## src/rtl/vending_pkg.sv

```systemverilog
// Shared coin/change codes, FSM state encoding and coin valuation for the vending controller.
package vending_pkg;

  localparam logic [1:0] COIN_NONE  = 2'd0;
  localparam logic [1:0] COIN_TEN   = 2'd1;
  localparam logic [1:0] COIN_FIFTY = 2'd2;

  localparam logic [1:0] CHG_NONE   = 2'd0;
  localparam logic [1:0] CHG_TEN    = 2'd1;
  localparam logic [1:0] CHG_FIFTY  = 2'd2;

  localparam logic [2:0] UNITS_TEN   = 3'd1;
  localparam logic [2:0] UNITS_FIFTY = 3'd5;

  typedef enum logic [1:0] {
    ST_IDLE   = 2'd0,
    ST_CREDIT = 2'd1,
    ST_VEND   = 2'd2,
    ST_CHANGE = 2'd3
  } state_e;

  // Credit value of an inserted coin, in 10-dollar units; code 3 counts as no coin.
  function automatic logic [2:0] coin_value(input logic [1:0] c);
    case (c)
      COIN_NONE:  return 3'd0;
      COIN_TEN:   return UNITS_TEN;
      COIN_FIFTY: return UNITS_FIFTY;
      default:    return 3'd0;
    endcase
  endfunction

endpackage

```

## src/rtl/change_dispenser.sv

```systemverilog
// Greedy change hopper driver: once started, pays out amount_i one coin per cycle and
// raises done in the first active cycle that finds nothing left to pay.
module change_dispenser import vending_pkg::*; #(
  parameter int CREDIT_W = 5
) (
  input  logic                clk,
  input  logic                rst_n,
  input  logic                start_i,
  input  logic [CREDIT_W-1:0] amount_i,
  output logic [1:0]          coin_o,
  output logic [CREDIT_W-1:0] pay_o,
  output logic                done_o
);

  logic       active_q, active_d;
  logic [1:0] coin_q, coin_d;

  always_comb begin
    active_d = active_q | start_i;
    coin_d   = CHG_NONE;
    pay_o    = '0;
    done_o   = 1'b0;
    if (active_q) begin
      if (amount_i >= CREDIT_W'(UNITS_FIFTY)) begin
        coin_d = CHG_FIFTY;
        pay_o  = CREDIT_W'(UNITS_FIFTY);
      end else if (amount_i != '0) begin
        coin_d = CHG_TEN;
        pay_o  = CREDIT_W'(UNITS_TEN);
      end else begin
        done_o   = 1'b1;
        active_d = 1'b0;
      end
    end
  end

  always_ff @(posedge clk or negedge rst_n) begin
    if (!rst_n) begin
      active_q <= 1'b0;
      coin_q   <= CHG_NONE;
    end else begin
      active_q <= active_d;
      coin_q   <= coin_d;
    end
  end

  assign coin_o = coin_q;

endmodule

```

## src/rtl/vending_machine_multi.sv

```systemverilog
// Vending controller: accumulates coin credit, vends priced items and hands remaining
// credit to the change dispenser. All outputs are registered.
module vending_machine_multi import vending_pkg::*; #(
  parameter int                         N_ITEMS    = 4,
  parameter int                         PRICE_W    = 4,
  parameter logic [N_ITEMS*PRICE_W-1:0] PRICES     = {4'd10, 4'd7, 4'd5, 4'd2},
  parameter int                         CREDIT_W   = 5,
  parameter int                         MAX_CREDIT = 15
) (
  input  logic                clk,
  input  logic                rst_n,
  input  logic [1:0]          coin,
  input  logic                sel_valid,
  input  logic [3:0]          sel_idx,
  input  logic                cancel,
  output logic [CREDIT_W-1:0] credit,
  output logic                busy,
  output logic                item_valid,
  output logic [3:0]          item_idx,
  output logic [1:0]          change_coin,
  output logic                coin_reject,
  output logic                sel_err
);

  // Wide enough for credit + coin and for a zero-extended price of either width.
  localparam int SUM_W = ((PRICE_W > CREDIT_W) ? PRICE_W : CREDIT_W) + 1;

  state_e              state_q, state_d;
  logic [CREDIT_W-1:0] credit_q, credit_d;
  logic                busy_q, busy_d;
  logic                item_valid_q, item_valid_d;
  logic [3:0]          item_idx_q, item_idx_d;
  logic                coin_reject_q, coin_reject_d;
  logic                sel_err_q, sel_err_d;

  logic                disp_start;
  logic [CREDIT_W-1:0] disp_pay;
  logic                disp_done;

  logic                coin_in;
  logic                sel_ok;
  logic [SUM_W-1:0]    credit_w, coin_sum, price;

  function automatic logic [SUM_W-1:0] price_of(input logic [3:0] idx);
    logic [SUM_W-1:0] p;
    p = '0;
    for (int i = 0; i < N_ITEMS; i++) begin
      if (idx == 4'(i)) p = SUM_W'(PRICES[i*PRICE_W +: PRICE_W]);
    end
    return p;
  endfunction

  assign coin_in  = (coin_value(coin) != 3'd0);
  assign credit_w = SUM_W'(credit_q);
  assign coin_sum = credit_w + SUM_W'(coin_value(coin));
  assign price    = price_of(sel_idx);
  assign sel_ok   = (int'(sel_idx) < N_ITEMS) && (credit_w >= price);

  always_comb begin
    state_d       = state_q;
    credit_d      = credit_q;
    item_valid_d  = 1'b0;
    item_idx_d    = 4'd0;
    coin_reject_d = 1'b0;
    sel_err_d     = 1'b0;
    disp_start    = 1'b0;
    case (state_q)
      ST_IDLE, ST_CREDIT: begin
        if (cancel) begin
          coin_reject_d = coin_in;
          if (credit_q != '0) begin
            state_d    = ST_CHANGE;
            disp_start = 1'b1;
          end
        end else if (sel_valid) begin
          coin_reject_d = coin_in;
          if (!sel_ok) begin
            sel_err_d = 1'b1;
          end else begin
            state_d      = ST_VEND;
            item_valid_d = 1'b1;
            item_idx_d   = sel_idx;
            credit_d     = CREDIT_W'(credit_w - price);
            disp_start   = (credit_w != price);
          end
        end else if (coin_in) begin
          if (coin_sum <= SUM_W'(MAX_CREDIT)) begin
            credit_d = CREDIT_W'(coin_sum);
            state_d  = ST_CREDIT;
          end else begin
            coin_reject_d = 1'b1;
          end
        end
      end
      ST_VEND: begin
        coin_reject_d = coin_in;
        credit_d      = credit_q - disp_pay;
        state_d       = (credit_q != '0) ? ST_CHANGE : ST_IDLE;
      end
      ST_CHANGE: begin
        coin_reject_d = coin_in;
        credit_d      = credit_q - disp_pay;
        if (disp_done) state_d = ST_IDLE;
      end
      default: state_d = ST_IDLE;
    endcase
    busy_d = (state_d == ST_VEND) || (state_d == ST_CHANGE);
  end

  always_ff @(posedge clk or negedge rst_n) begin
    if (!rst_n) begin
      state_q       <= ST_IDLE;
      credit_q      <= '0;
      busy_q        <= 1'b0;
      item_valid_q  <= 1'b0;
      item_idx_q    <= 4'd0;
      coin_reject_q <= 1'b0;
      sel_err_q     <= 1'b0;
    end else begin
      state_q       <= state_d;
      credit_q      <= credit_d;
      busy_q        <= busy_d;
      item_valid_q  <= item_valid_d;
      item_idx_q    <= item_idx_d;
      coin_reject_q <= coin_reject_d;
      sel_err_q     <= sel_err_d;
    end
  end

  change_dispenser #(.CREDIT_W(CREDIT_W)) u_change (
    .clk      (clk),
    .rst_n    (rst_n),
    .start_i  (disp_start),
    .amount_i (credit_q),
    .coin_o   (change_coin),
    .pay_o    (disp_pay),
    .done_o   (disp_done)
  );

  assign credit      = credit_q;
  assign busy        = busy_q;
  assign item_valid  = item_valid_q;
  assign item_idx    = item_idx_q;
  assign coin_reject = coin_reject_q;
  assign sel_err     = sel_err_q;

endmodule
```

## config.mk

```make
export PLATFORM = sky130hd
export DESIGN_NAME = vending_machine_multi
export DESIGN_NICKNAME = d
export VERILOG_FILES = /design/src/rtl/vending_pkg.sv /design/src/rtl/change_dispenser.sv /design/src/rtl/vending_machine_multi.sv
export SDC_FILE = /design/constraint.sdc
export NUM_CORES = 1
export LEC_CHECK = 0
export ABC_AREA = 1
export CAP_MARGIN = 20
export CORE_MARGIN = 5
export CORE_UTILIZATION = 54
export CTS_BUF_LIST = sky130_fd_sc_hd__clkbuf_2 sky130_fd_sc_hd__clkbuf_4 sky130_fd_sc_hd__clkbuf_8
export CTS_CLUSTER_DIAMETER = 50
export DETAILED_ROUTE_END_ITERATION = 10
export PLACE_DENSITY = 0.89
export RECOVER_POWER = 25
export REMOVE_ABC_BUFFERS = 1
export SYNTH_ARGS = -nofsm -noshare
export SYNTH_HDL_FRONTEND = slang
export SYNTH_SLANG_ARGS = --single-unit
```

## constraint.sdc

```tcl
create_clock -name clk -period 2.3 [get_ports clk]
set_clock_uncertainty 0.2 [all_clocks]
set_input_delay 0.46 -clock clk [delete_from_list [all_inputs] [get_ports clk]]
set_output_delay 0.46 -clock clk [all_outputs]
set_load 0.01 [all_outputs]
```

# Word level (Yosys, flattened, before mapping)
# Index checks and enable logic that the tools add are counted.
[word_totals]
latchBits = 0
mem_bits_ro = 0
output_inout_bits = 15
register_bits = 18
in_bits = 10
mem_count = 0
wordCells = 95
ram_bits = 0
[op_classes]
shifts = 0
bitwise_logic = 1
mux = 54
div_mod_pow = 0
multipliers = 0
eq_ne = 15
n_lt_le_gt_ge = 4
reduce_logical = 9
add_sub_neg = 3
[ops]
columns = ["operator", "n"]
rows = [
  ["5-bit 2-to-1 mux", 7],
  ["1-bit 2-to-1 mux", 25],
  ["2-bit 2-to-1 mux", 11],
  ["6-bit 2-to-1 mux", 3],
  ["4-bit 2-to-1 mux", 4],
  ["2-bit == test (second input constant)", 5],
  ["5-bit case mux with 2 select lines", 1],
  ["5-bit subtractor", 2],
  ["3-bit inequality test (second input constant)", 3],
  ["4-bit by 2-bit == test with 1-bit output (second input constant)", 2],
  ["5-bit by 3-bit adder with 6-bit output", 1],
  ["5-bit by 6-bit greater-or-equal comparator with 1-bit output", 1],
  ["6-bit by 4-bit less-or-equal comparator with 1-bit output (second input constant)", 1],
  ["5-bit by 6-bit inequality test with 1-bit output", 1],
  ["2-bit case mux with 3 select lines", 1],
  ["3-bit case mux with 2 select lines", 1],
  ["5-bit by 3-bit greater-or-equal comparator with 1-bit output (second input constant)", 1],
  ["5-bit nonzero test", 1],
  ["2-bit by 1-bit == test with 1-bit output (second input constant)", 2],
  ["4-bit by 1-bit == test with 1-bit output (second input constant)", 1],
  ["4-bit logical NOT", 1],
  ["4-bit by 3-bit < comparator with 1-bit output (second input constant)", 1],
  ["4-bit AND reduction", 1],
  ["2-bit OR reduction", 2],
  ["7 further kinds", 7],
]

# Logic depth before layout (Yosys ltp)
# Gate-level depths: netlist of the first run.
[depth]
ltp_word = 15
mapped_depth = 17
ltp_nobuf = 17

# By module
# A second synthesis of the first run with hierarchy kept.
[unflattened]
cells_unflattened = 200
area_unflattened_um2 = 1407.6
[modules_own_cells]
columns = ["mod", "area_per_inst_um2", "seq_area_each_um2", "cells_per_inst", "instances"]
rows = [
  ["vending_machine_multi", 1224.9, 350.3, 179, 1],
  ["change_dispenser", 182.7, 75.1, 21, 1],
]

# Worst setup path before layout of the first run
# No wires, ideal clock.
[synth_path]
path_kind = "in2reg"
startpoint = "in sel_idx[3]"
endpoint = "reg credit_q[1] (netlist: credit[1])"
setup_time_ps = 117
arrival_ps = 2094
slack_ps = -112
stages = 16
required_ps = 1983
path_buffers = 0
path_cell_list = "nor2_1 o21ai_0 nor2_1 ha_1 inv_1 fa_1 nand2_2 nand2_2 nand2_2 nand3_2 nand2_1 nand3_1 o21ai_2 nor2_4 nand2_1 nand2_1"
[synth_via]
elab_chain_len = 10
elab_cells_between_ends = 18
cone_classes = "add/sub (1); order compare (2); eq/ne (4); mux (8); reduce/logical (3)"
[synth_rtl]
columns = ["item", "line_no", "source"]
rows = [
  ["start, declared", "vending_machine_multi.sv:14", "input logic [3:0] sel_idx,"],
  ["4-bit logical NOT", "vending_machine_multi.sv:48", "if (idx == 4'(i)) p = SUM_W'(PRICES[i*PRICE_W +: PRICE_W]);"],
  ["2-bit 2-to-1 mux", "vending_machine_multi.sv:48", ""],
  ["6-bit 2-to-1 mux (3 in series)", "vending_machine_multi.sv:48", ""],
  ["5-bit subtractor", "vending_machine_multi.sv:83", "credit_d = CREDIT_W'(credit_w - price);"],
  ["5-bit 2-to-1 mux", "vending_machine_multi.sv:77", "if (!sel_ok) begin"],
  ["5-bit 2-to-1 mux", "vending_machine_multi.sv:75", "end else if (sel_valid) begin"],
  ["5-bit 2-to-1 mux", "vending_machine_multi.sv:69", "if (cancel) begin"],
  ["5-bit case mux with 2 select lines", "vending_machine_multi.sv:67", "case (state_q)"],
  ["end signal, assigned", "vending_machine_multi.sv:121", "credit_q <= credit_d;"],
  ["end, declared", "vending_machine_multi.sv:29", "logic [CREDIT_W-1:0] credit_q, credit_d;"],
]
# Parallel ways exist; a longest one is shown, timed or not. The select of a mux whose other input is x is not followed.
# A chain may end at the register's enable or synchronous reset.

# Worst setup path after layout of the first run
[layout_path]
startpoint = "in sel_idx[3]"
endpoint = "reg u_change.active_q"
[layout_via]
elab_chain_len = 15
elab_cells_between_ends = 20
cone_classes = "order compare (2); eq/ne (4); mux (11); bitwise (1); reduce/logical (2)"
[layout_rtl]
columns = ["item", "line_no", "source"]
rows = [
  ["4-bit logical NOT", "vending_machine_multi.sv:48", ""],
  ["2-bit 2-to-1 mux", "vending_machine_multi.sv:48", ""],
  ["6-bit 2-to-1 mux (3 in series)", "vending_machine_multi.sv:48", ""],
  ["5-bit by 6-bit greater-or-equal comparator with 1-bit output", "vending_machine_multi.sv:57", "assign sel_ok = (int'(sel_idx) < N_ITEMS) && (credit_w >= price);"],
  ["1-bit logical AND", "vending_machine_multi.sv:57", ""],
  ["1-bit 2-to-1 mux *", "vending_machine_multi.sv:77", ""],
  ["1-bit 2-to-1 mux *", "vending_machine_multi.sv:75", ""],
  ["1-bit 2-to-1 mux *", "vending_machine_multi.sv:69", ""],
  ["1-bit 2-to-1 mux *", "vending_machine_multi.sv:67", ""],
  ["1-bit bitwise OR *", "change_dispenser.sv:19", "active_d = active_q | start_i;"],
  ["1-bit 2-to-1 mux", "change_dispenser.sv:27", "end else if (amount_i != '0) begin"],
  ["1-bit 2-to-1 mux", "change_dispenser.sv:24", "if (amount_i >= CREDIT_W'(UNITS_FIFTY)) begin"],
  ["1-bit 2-to-1 mux *", "change_dispenser.sv:23", "if (active_q) begin"],
  ["via u_change.active_d", "change_dispenser.sv:15", "logic active_q, active_d;"],
  ["end signal, assigned", "change_dispenser.sv:42", "active_q <= active_d;"],
  ["end, declared", "change_dispenser.sv:15", ""],
]
# Mark *: on every way through the listed nets, which the timed path passes. The rest lies on a longest branch.

==> results.md, run 1 <==
- Status: finished with violations
- Failing checks: setup timing
- IO Count: 25
- Slew Limit Fails: 0
- Mapped cell area: 1330 um2
- CP required: 2.35 ns
- Async SR Flop Fraction: 100%
- DR pass1 iterations: 7
- Fin crit period: 2.40 ns
- Dpl cells: 241
- Critical-path cell list: buf_8, nor2_4, buf_4, o21ai_0, buf_4, ha_1, nand4_1, nand3_4, nand4_1, o21ai_0, nand2_1, nand2_1
- Leakage: 1.01 nW
- Psw: 1.08 mW
- Total of max-cap violations: 0
- Final instance area: 2020 um2
- Post-Syn Area per Cell: 7.57 um2
- Met3 Usage GRT: 5.01%
- Die X: 59.5 um
- Pwr per Cell Area: 1090 nW/um2
- Sequential area share after synthesis: 32.1%
- Worst Setup End Kind: flip-flop
- Hold WC Path Type: primary input to async pin
- Crit-path max cell delay: 0.31 ns
- Synth cell types: 27
- Worst path buffer plus inverter count: 3
- # diodes: 0
- Critical path's slowest cell: ha_1
- Gate power share: 73.1%
- Initial antenna violation count: 0
- Core region area: 2410 um2
- Leading area contributor after synthesis: dfrtp_1
- Final hold viol count: 0
- Vias in the first global route: 1548
- Hpwl dp: 2730 um
- Final setup vio count: 8
- Final Cycle Share: 104%
- Setup TNS: -0.349 ns
- Largest delay share family, worst path: simple AND/OR/NAND/NOR gates
- Detailed-route DRC error count: 0
- Commonest cells in the netlist: 42 x nand2_1, 19 x inv_1, 19 x nand3_1
- Synth warn: 0
- Clock Pin Slew Worst Setup and Hold Paths: 0.12 ns
- Setup slack after placement: -0.667 ns
- Tot GR Track Use: 25.1%
- Root Driver: clkbuf_4
- Arr. time, crit path: 2.45 ns
- Cell Count, Final, Fillers Out: 267
- Total power draw: 2.20 mW
- Worst slew margin: 46.5%
- Yosys top cell area share: 32.1%
- Clock share of power: 7.7%
- CTS tree: built
- Worst-path fanout max: 4
- CP Launch Type: primary input
- Layout area overhead: 52.8%
- Internal power: 1.12 mW
- Global routing's busiest layer: met2
- H-tree lvl count: 1
- Skew-Pair Late Insertion Delay: 0.31 ns
- Clock Sinks: 17
- Grt total ovfl: 0
- Vias per inst: 6.04
- Area after DPL: 1680 um2
- Die area: 3540 um2
- Sequential share of power: 19.2%
- First-pass GRT wire length: 6620 um
- Count leader, synth: nand2_1
- Clock tree buffer depth: 2
- Fin nets: 260
- Fmax achieved: 417 MHz
- Yosys reg bits: 17
- Largest net degree at the start of global routing: 18
- Initial DRC Count: 145
- GR Layer Usage met2: 46.8%
- Placement Rows: 18
- Setup ws final: -0.0961 ns
- Top post-synthesis cells by area: dfrtp_1 32%, nand2_1 12%, ha_1 10%, nand3_1 7.2%, inv_1 5.4%
- Final WL: 5080 um
- Slew @ Worst Pin: 0.800 ns
- PortBufs: 24
- Number of synthesized flops with an enable pin: 0
- Met1 usage: 26.6%
- CP Class: primary input to flip-flop
- Max VDD drop: 0.931 mV
- Layout cells sized above 1: 38.8%
- Post-synth top flop: dfrtp_1
- RSZ-0062 raised after global routing: true
- Average wire per standard cell: 19.0 um
- Antenna-violating nets left: 0
- Post-Syn Instances: 175
- Gp weighted congestion: 0.943
- Sw frac: 49.0%
- Die height: 59.5 um
- Starting density of the core: 55.0%
- CTS Buf Count: 3
- Vias: 1614
==> power groups by stage <==
stage	Combinational, mW	Clock, mW	Sequential, mW
final	1.61	0.169	0.424
after global routing	1.74	0.179	0.429
after CTS	1.31	0.161	0.426
after detailed placement	1.19	0	0.425
after global placement	1.14	0	0.417
after floorplan	0.661	0	0.497
==> worst register-to-register path: stages (launching register included) <==
cell and delay, ns:
dfrtp_2 0.45, inv_1 0.12, ha_2 0.20, inv_2 0.04, fa_2 0.34, nand2_2 0.10, nand2_4 0.08, nand2_4 0.11
nand3_4 0.09, nand2_4 0.09, nand3_2 0.07, o21ai_2 0.10, nor2_4 0.06, nand2_2 0.09, nand2_2 0.06
==> per-stage QoR <==
stage | util (%) | hold WS (ns)
final | 84.0 | 0.404
after global routing | 84.0 | 0.442
after CTS | 78.8 | 0.374
after detailed placement | 69.7 | 0.349
after global placement | 69.7 | 0.318
after floorplan | - | -0.0356
==> final cells by class <==
cell class | count | area, um2
Clock inverter | 1 | 5.00
Sequential cell | 17 | 427
Inverter | 20 | 75.1
Tap cell | 30 | 37.5
Clock buffer | 3 | 22.5
Multi-Input combinational cell | 134 | 935
Timing Repair Buffer | 62 | 523
Fill cell | 136 | 385
==> path summary, 6_finish.rpt <==
check | start | to | slack (ns) | cells after the start
setup reg to reg | credit[0] | credit[4] | 0 | 14
setup / recovery | sel_idx[3] | u_change.active_q | -0.1 | 12
max in group asynchronous | rst_n | credit[0] | 0.93 | 1
hold / removal | rst_n | item_idx[3] | 0.40 | 1
hold reg to reg | flip-flop | flip-flop | 0.44 | 2
min in group clk | flip-flop | flip-flop | 0.44 | 2
==> metal layers <==
metal / vias up / wire length [um]
li1: 693 / -
met1: 751 / 1740
met2: 133 / 2640
met3: 37 / 479
met4: 0 / 224
met5: - / 0
==> what timing repair did <==
action,4_1_cts,5_1_grt
buffers inserted,19,3
endpoints found under the setup margin,12,12
pin swaps,14,14
hold buffers,0,0
hold endpoints to repair,0,0
resized for setup,39,25
==> cells in the final DEF (no fill, tap or decap), drive strengths merged <==
master / n
fa: 1
or2: 2
o22ai: 1
conb: 2
a21oi: 4
clkdlybuf4s50: 18
ha: 11
a31oi: 1
clkbuf: 3
clkinv: 1
nand4: 2
o21ai: 13
xor2: 3
inv: 20
nor2: 17
nor3: 2
nand3b: 1
buf: 42
dlygate4sd2: 2
nand3: 22
nand2: 49
dfrtp: 17
mux2i: 3
==> cell families (layout without fill, tap and decap cells) <==
| logic type | count (synthesis) | in the layout | share of synthesized area [%] |
|---|---|---|---|
| xor+xnor | 3 | 3 | 1.98 |
| flops | 17 | 17 | 32.1 |
| buf+inv | 25 | 86 | 9.16 |
| mux | 3 | 3 | 2.27 |
| compound gates | 19 | 19 | 9.07 |
| fa+ha+maj | 12 | 12 | 11.9 |
| other cells | 1 | 2 | 0.283 |
| simple gates | 95 | 95 | 33.2 |
Note: power is estimated with default switching activity, not from simulation.
==> inputs of run 2 (changes only) <==
GPL_TIMING_DRIVEN = 0   (was unset)
==> run 2 against run 1 <==
Net effect:
- critical path depth is 4 higher
- critical path type unchanged
- core utilization is 5.3 points lower
- first-iteration DRC count is 66% lower
- register-to-register slack better by 0.05 ns
- via count is 10% lower
- sequential power is 5.9% higher
- the flow now finishes without violations
==> results.md, run 2 (synthesis results as in run 1) <==
- Worst slew margin: 51.2% (+4.7 points)
- Worst Setup End Kind: flip-flop
- Final setup vio count: 0 (-8)
- RSZ-0062 raised after global routing: true
- R2R setup slack: 0.05 ns (+0.05 ns)
- Hold depth: 4
- Cell Count, Final, Fillers Out: 258 (-3.4%)
- Total of max-cap violations: 0 (unchanged)
- CTS tree: built
- Critical-path cell list: buf_6, nor2_4, o21ai_2, nor2_2, buf_4, inv_1, ha_1, nand4_1, nand3_2, nand2_2, nand2_2, nand2_2, nand2_1, nand2_1, nand2_1, nand3_1
- Clock Pin Slew Worst Setup and Hold Paths: 0.10 ns (-0.02 ns)
- Reg-to-reg endpoint: credit[4]
- Clock tree buffer depth: 2 (unchanged)
- Total power draw: 1.92 mW (-13%)
- Initial DRC Count: 50 (-66%)
- Grt total ovfl: 0 (unchanged)
- Reg2Reg Depth: 11 (-3)
- Leakage: 0.948 nW (-5.7%)
- Fin nets: 251 (-3.5%)
- Psw: 891 uW (-18%)
- CP Launch Type: primary input
- Die area: 3540 um2 (unchanged)
- Hold WC Path Type: primary input to flip-flop
- Root Driver: clkbuf_4
- H-tree lvl count: 1 (unchanged)
- IO Count: 25 (unchanged)
- Fmax achieved: 445 MHz (+6.6%)
- Final WL: 3830 um (-25%)
- Fin crit period: 2.25 ns (-0.148 ns)
- Clock share of power: 8.5% (+0.8 points)
- Sw frac: 46.3% (-2.7 points)
- CTS Buf Count: 3 (unchanged)
- Max VDD drop: 0.848 mV (-9.0%)
- Core region area: 2410 um2 (unchanged)
- DR pass1 iterations: 5 (-2)
- Setup TNS: 0 ns (+0.349 ns)
- PortBufs: 24 (unchanged)
- Dpl cells: 225 (-6.6%)
- Arr. time, crit path: 2.23 ns (-0.22 ns)
- Die X: 59.5 um (unchanged)
- Most frequent cells in the layout: 37 x nand2_1, 29 x buf_4, 17 x nand3_1, 17 x clkdlybuf4s50_1, 15 x inv_1
- Worst-path fanout max: 5 (+1)
- Slew Limit Fails: 0 (unchanged)
- Internal power: 1.03 mW (-8.0%)
- First-pass GRT wire length: 5980 um (-9.8%)
- CP Class: primary input to flip-flop
- Hold Path Sink: item_idx[0]
- Largest net degree at the start of global routing: 18 (unchanged)
- Reg2reg start: credit[0]
- Detailed-route DRC error count: 0 (unchanged)
- Initial antenna violation count: 0 (unchanged)
- Final hold viol count: 0 (unchanged)
- Placement Rows: 18 (unchanged)
- Die height: 59.5 um (unchanged)
- Pwr per Cell Area: 1020 nW/um2 (-6.8%)
- Critical path's slowest cell: ha_1
- Most common cell after layout, fill and taps aside: nand2_1
- Clock Sinks: 17 (unchanged)
- Average wire per standard cell: 14.8 um (-22%)
- Gp weighted congestion: 0.863 (-8.5%)
- Fin Hold WS: 0.318 ns (-0.0858 ns)
- Final core occ: 78.7% (-5.3 points)
- Vias per inst: 5.61 (-7.2%)
- Antenna-violating nets left: 0 (unchanged)
- # diodes: 0 (unchanged)
- Layout area overhead: 43.1%
- Status: completed
- Starting density of the core: 55.0% (unchanged)
- Sequential share of power: 23.3% (+4.1 points)
- Hold_sp: sel_idx[0]
- Crit-path max cell delay: 0.36 ns (+0.05 ns)
- Vias: 1448 (-10%)
- CP required: 2.28 ns (-0.07 ns)
- Layout cells sized above 1: 34.2% (-4.6 points)
- Final Cycle Share: 97.7% (-6.4 points)
- Tot GR Track Use: 22.6% (-2.4 points)
- Gate power share: 68.2% (-4.9 points)
- Skew-Pair Late Insertion Delay: 0.30 ns (about the same)
- Slew @ Worst Pin: 0.730 ns (-0.0704 ns)
- Vias in the first global route: 1426 (-7.9%)
- Hpwl dp: 2520 um (-7.9%)
## run 2: cell count changes in the layout (fill, tap and decap cells not counted), moves of 2 or more
cell,before,now
nand2_4,4,0
dfrtp_1,16,12
dfrtp_2,1,5
nand3_1,11,17
nand2_2,9,12
nand3_2,9,5
nand3_4,2,0
buf_4,37,29
## run 2: per-layer routing
| metal | up-vias | track usage, % | wire [um] |
|---|---|---|---|
| met5 | - | 0 | 0 |
| met4 | 0 | 12.3 | 173 |
| met3 | 20 | 5.23 | 301 |
| met2 | 67 | 41.2 | 1980 |
| met1 | 687 | 23.7 | 1380 |
| li1 | 674 | - | - |
## run 2: worst max-delay path, delay by kind of cell
kind,cells,cell delay (ns)
and+or+nand+nor,11,1.09
adders and majority gates,1,0.36
buffers and inverters,3,0.25
AOI/OAI and AO/OA,1,0.07
## run 2: final cells by class
class	count	area (um2)
Tap cell	30	37.5
Fill cell	159	514
Timing Repair Buffer	53	458
Multi-Input combinational cell	134	863
Clock buffer	3	22.5
Sequential cell	17	432
Inverter	20	77.6
Clock inverter	1	5.00
## run 2: power groups by stage
stage | clock, mW | sequential [mW] | combinational (mW)
CTS | 0.163 | 0.468 | 1.20
floorplan | 0 | 0.497 | 0.661
global route | 0.177 | 0.456 | 1.44
detailed placement | 0 | 0.507 | 0.984
finish | 0.163 | 0.449 | 1.31
global placement | 0 | 0.499 | 0.920
## run 2: metrics by stage
step                cell area (um2)  setup WS (ns)
CTS                            1840        -0.0300
floorplan                      1280         -0.121
finish                         1900         0.0518
detailed placement             1560         -0.969
global placement               1560         -0.714
global route                   1900        -0.0821
## run 2: timing repair
action / 4_1_cts / 5_1_grt
buffers inserted: 26 / 4
endpoints found under the setup margin: 13 / 13
hold buffers: 0 / 0
resized for setup: 44 / 12
pin swaps: 14 / 8
## run 2: how the worst max path moves through the flow
stage                     startpoint         to  depth (start not counted)
after floorplan           sel_idx[3]  credit[0]                         16
after global placement    sel_idx[3]  credit[3]                         16
after detailed placement  sel_idx[3]  credit[4]                         17
after CTS                 sel_idx[2]  credit[4]                         17
after global routing      sel_idx[2]  flip-flop                         18
final                     sel_idx[2]  flip-flop                         16
==> inputs of run 3 (changes only) <==
RECOVER_POWER = unset   (was 25)
==> run 3 against run 2 <==
Net effect:
- sequential power hardly changed
- highest routed layer unchanged
- final area stayed put
- sequential share of layout area stayed put
- largest power group unchanged
- core utilization stayed put
- via count is 0.14% lower
- non-clock buffer count stayed put
- first-iteration DRC count is 4.0% higher
==> results.md, run 3 (synthesis results as in run 1) <==
- Worst slew margin: 51.7% (+0.52 points)
- Vias: 1446 (-0.14%)
- Area after DPL: 1560 um2 (unchanged)
- Die area: 3540 um2 (unchanged)
- Clock tree buffer depth: 2 (unchanged)
- Pwr per Cell Area: 1020 nW/um2 (about the same)
- Initial antenna violation count: 0 (unchanged)
- RSZ-0062 raised after global routing: true
- CTS tree: built
- CP Launch Type: primary input
- Reg2reg start: credit[0]
- Average wire per standard cell: 14.9 um (+0.21%)
- Vias in the first global route: 1426 (unchanged)
- Hold WC Path Type: primary input to flip-flop
- Hpwl dp: 2520 um (unchanged)
- Skew-Pair Late Insertion Delay: 0.30 ns (about the same)
- Core region area: 2410 um2 (unchanged)
- CP required: 2.29 ns (about the same)
- First-pass GRT wire length: 5980 um (unchanged)
- Final Cycle Share: 97.8% (about the same)
- Placement Rows: 18 (unchanged)
- Max VDD drop: 0.846 mV (-0.24%)
- Fin Hold WS: 0.315 ns (-0.00301 ns)
- Detailed-route DRC error count: 0 (unchanged)
- Setup slack after placement: -0.969 ns (unchanged)
- Crit path to: credit[4]
- Slew @ Worst Pin: 0.722 ns (-0.00763 ns)
- Post-CTS Hold Buffers: 0 (unchanged)
- Grt total ovfl: 0 (unchanged)
- Slew Limit Fails: 0 (unchanged)
- # diodes: 0 (unchanged)
- Clock Sinks: 17 (unchanged)
- Most frequent cells in the layout: 37 x nand2_1, 29 x buf_4, 18 x clkdlybuf4s50_1
- Layout area overhead: 43.1% (unchanged)
- Most common cell after layout, fill and taps aside: nand2_1
- Die X: 59.5 um (unchanged)
- Hold_sp: sel_idx[0]
- Tot GR Track Use: 22.6% (unchanged)
- Final hold viol count: 0 (unchanged)
- Fin crit period: 2.25 ns (+0.00142 ns)
- Clock Pin Slew Worst Setup and Hold Paths: 0.10 ns (about the same)
- Initial DRC Count: 52 (+4.0%)
- Largest net degree at the start of global routing: 18 (unchanged)
- Antenna-violating nets left: 0 (unchanged)
- Starting density of the core: 55.0% (unchanged)
- Leakage: 0.948 nW (about the same)
- Total of max-cap violations: 0 (unchanged)
- Dpl cells: 225 (unchanged)
- DR pass1 iterations: 4 (-1)
- H-tree lvl count: 1 (unchanged)
- Crit path from: sel_idx[2]
- Gp weighted congestion: 0.863 (unchanged)
- Layout cells sized above 1: 34.2% (unchanged)
- Worst-path fanout max: 5 (unchanged)
- R2R setup slack: 0.05 ns (about the same)
- IO Count: 25 (unchanged)
- Vias per inst: 5.60 (-0.14%)
- CTS Buf Count: 3 (unchanged)
- Root Driver: clkbuf_4
- Reg2Reg Depth: 11 (unchanged)
- Final setup vio count: 0 (unchanged)
- Cell Count, Final, Fillers Out: 258 (unchanged)
- Worst Setup End Kind: flip-flop
- Final WL: 3840 um (+0.21%)
- Fmax achieved: 445 MHz (about the same)
- Reg-to-reg endpoint: credit[4]
- Setup ws final: 0.0504 ns (-0.00142 ns)
- PortBufs: 24 (unchanged)
- Arr. time, crit path: 2.24 ns (about the same)
- Final instance area: 1900 um2 (unchanged)
- CP Class: primary input to flip-flop
- Fin nets: 251 (unchanged)
- Total power draw: 1.92 mW (about the same)
- Status: completed
- Die height: 59.5 um (unchanged)
run 3: changes by cell type in the layout (fill, tap and decap cells not counted):
cell             previous run  this run
dlygate4sd3_1               1         0
clkdlybuf4s50_1            17        18
run 3: stage by stage:
stage | util (%) | TNS [ns]
finish | 78.7 | 0
global route | 78.7 | -0.324
CTS | 76.5 | -0.0300
detailed placement | 64.7 | -10.68
global placement | 64.7 | -8.11
floorplan | - | -0.747
run 3: cell type report:
| cell class | instances | area [um2] |
|---|---|---|
| Timing Repair Buffer | 53 | 458 |
| Multi-Input combinational cell | 134 | 863 |
| Tap cell | 30 | 37.5 |
| Fill cell | 159 | 514 |
| Clock inverter | 1 | 5.00 |
| Clock buffer | 3 | 22.5 |
| Sequential cell | 17 | 432 |
| Inverter | 20 | 77.6 |
run 3: timing repair:
item | CTS | global route
setup endpoints to repair | 13 | 13
endpoints found under the hold margin | 0 | 0
resized for setup | 44 | 12
setup buffers | 26 | 4
pin swaps | 14 | 8
run 3: power breakdown:
group	switching [mW]	total, mW	internal (mW)
logic	0.720	1.31	0.592
registers	0.0714	0.448	0.377
clock network	0.0993	0.164	0.0649
run 3: worst min path at each step:
stage,endpoint,depth (start not counted)
final,item_idx[0],4
after global routing,item_idx[0],4
after CTS,item_idx[0],4
after detailed placement,flip-flop,2
after global placement,flip-flop,2
after floorplan,async pin,0
run 3: worst max-delay path: stages:
cell     delay (ns)
buf_6          0.09
nor2_4         0.11
o21ai_2        0.07
nor2_2         0.13
ha_2           0.20
inv_2          0.04
fa_2           0.34
nand2_2        0.08
nand2_2        0.06
nand2_2        0.07
nand3_2        0.08
nand2_2        0.10
nand3_2        0.07
o21ai_2        0.11
nor2_4         0.07
nand2_1        0.07
nand2_1        0.07
run 3: layer usage:
| metal | wire length [um] | vias up | track usage, % |
|---|---|---|---|
| li1 | - | 674 | - |
| met1 | 1410 | 683 | 23.7 |
| met2 | 1970 | 73 | 41.2 |
| met3 | 298 | 16 | 5.23 |
| met4 | 166 | 0 | 12.3 |
| met5 | 0 | - | 0 |
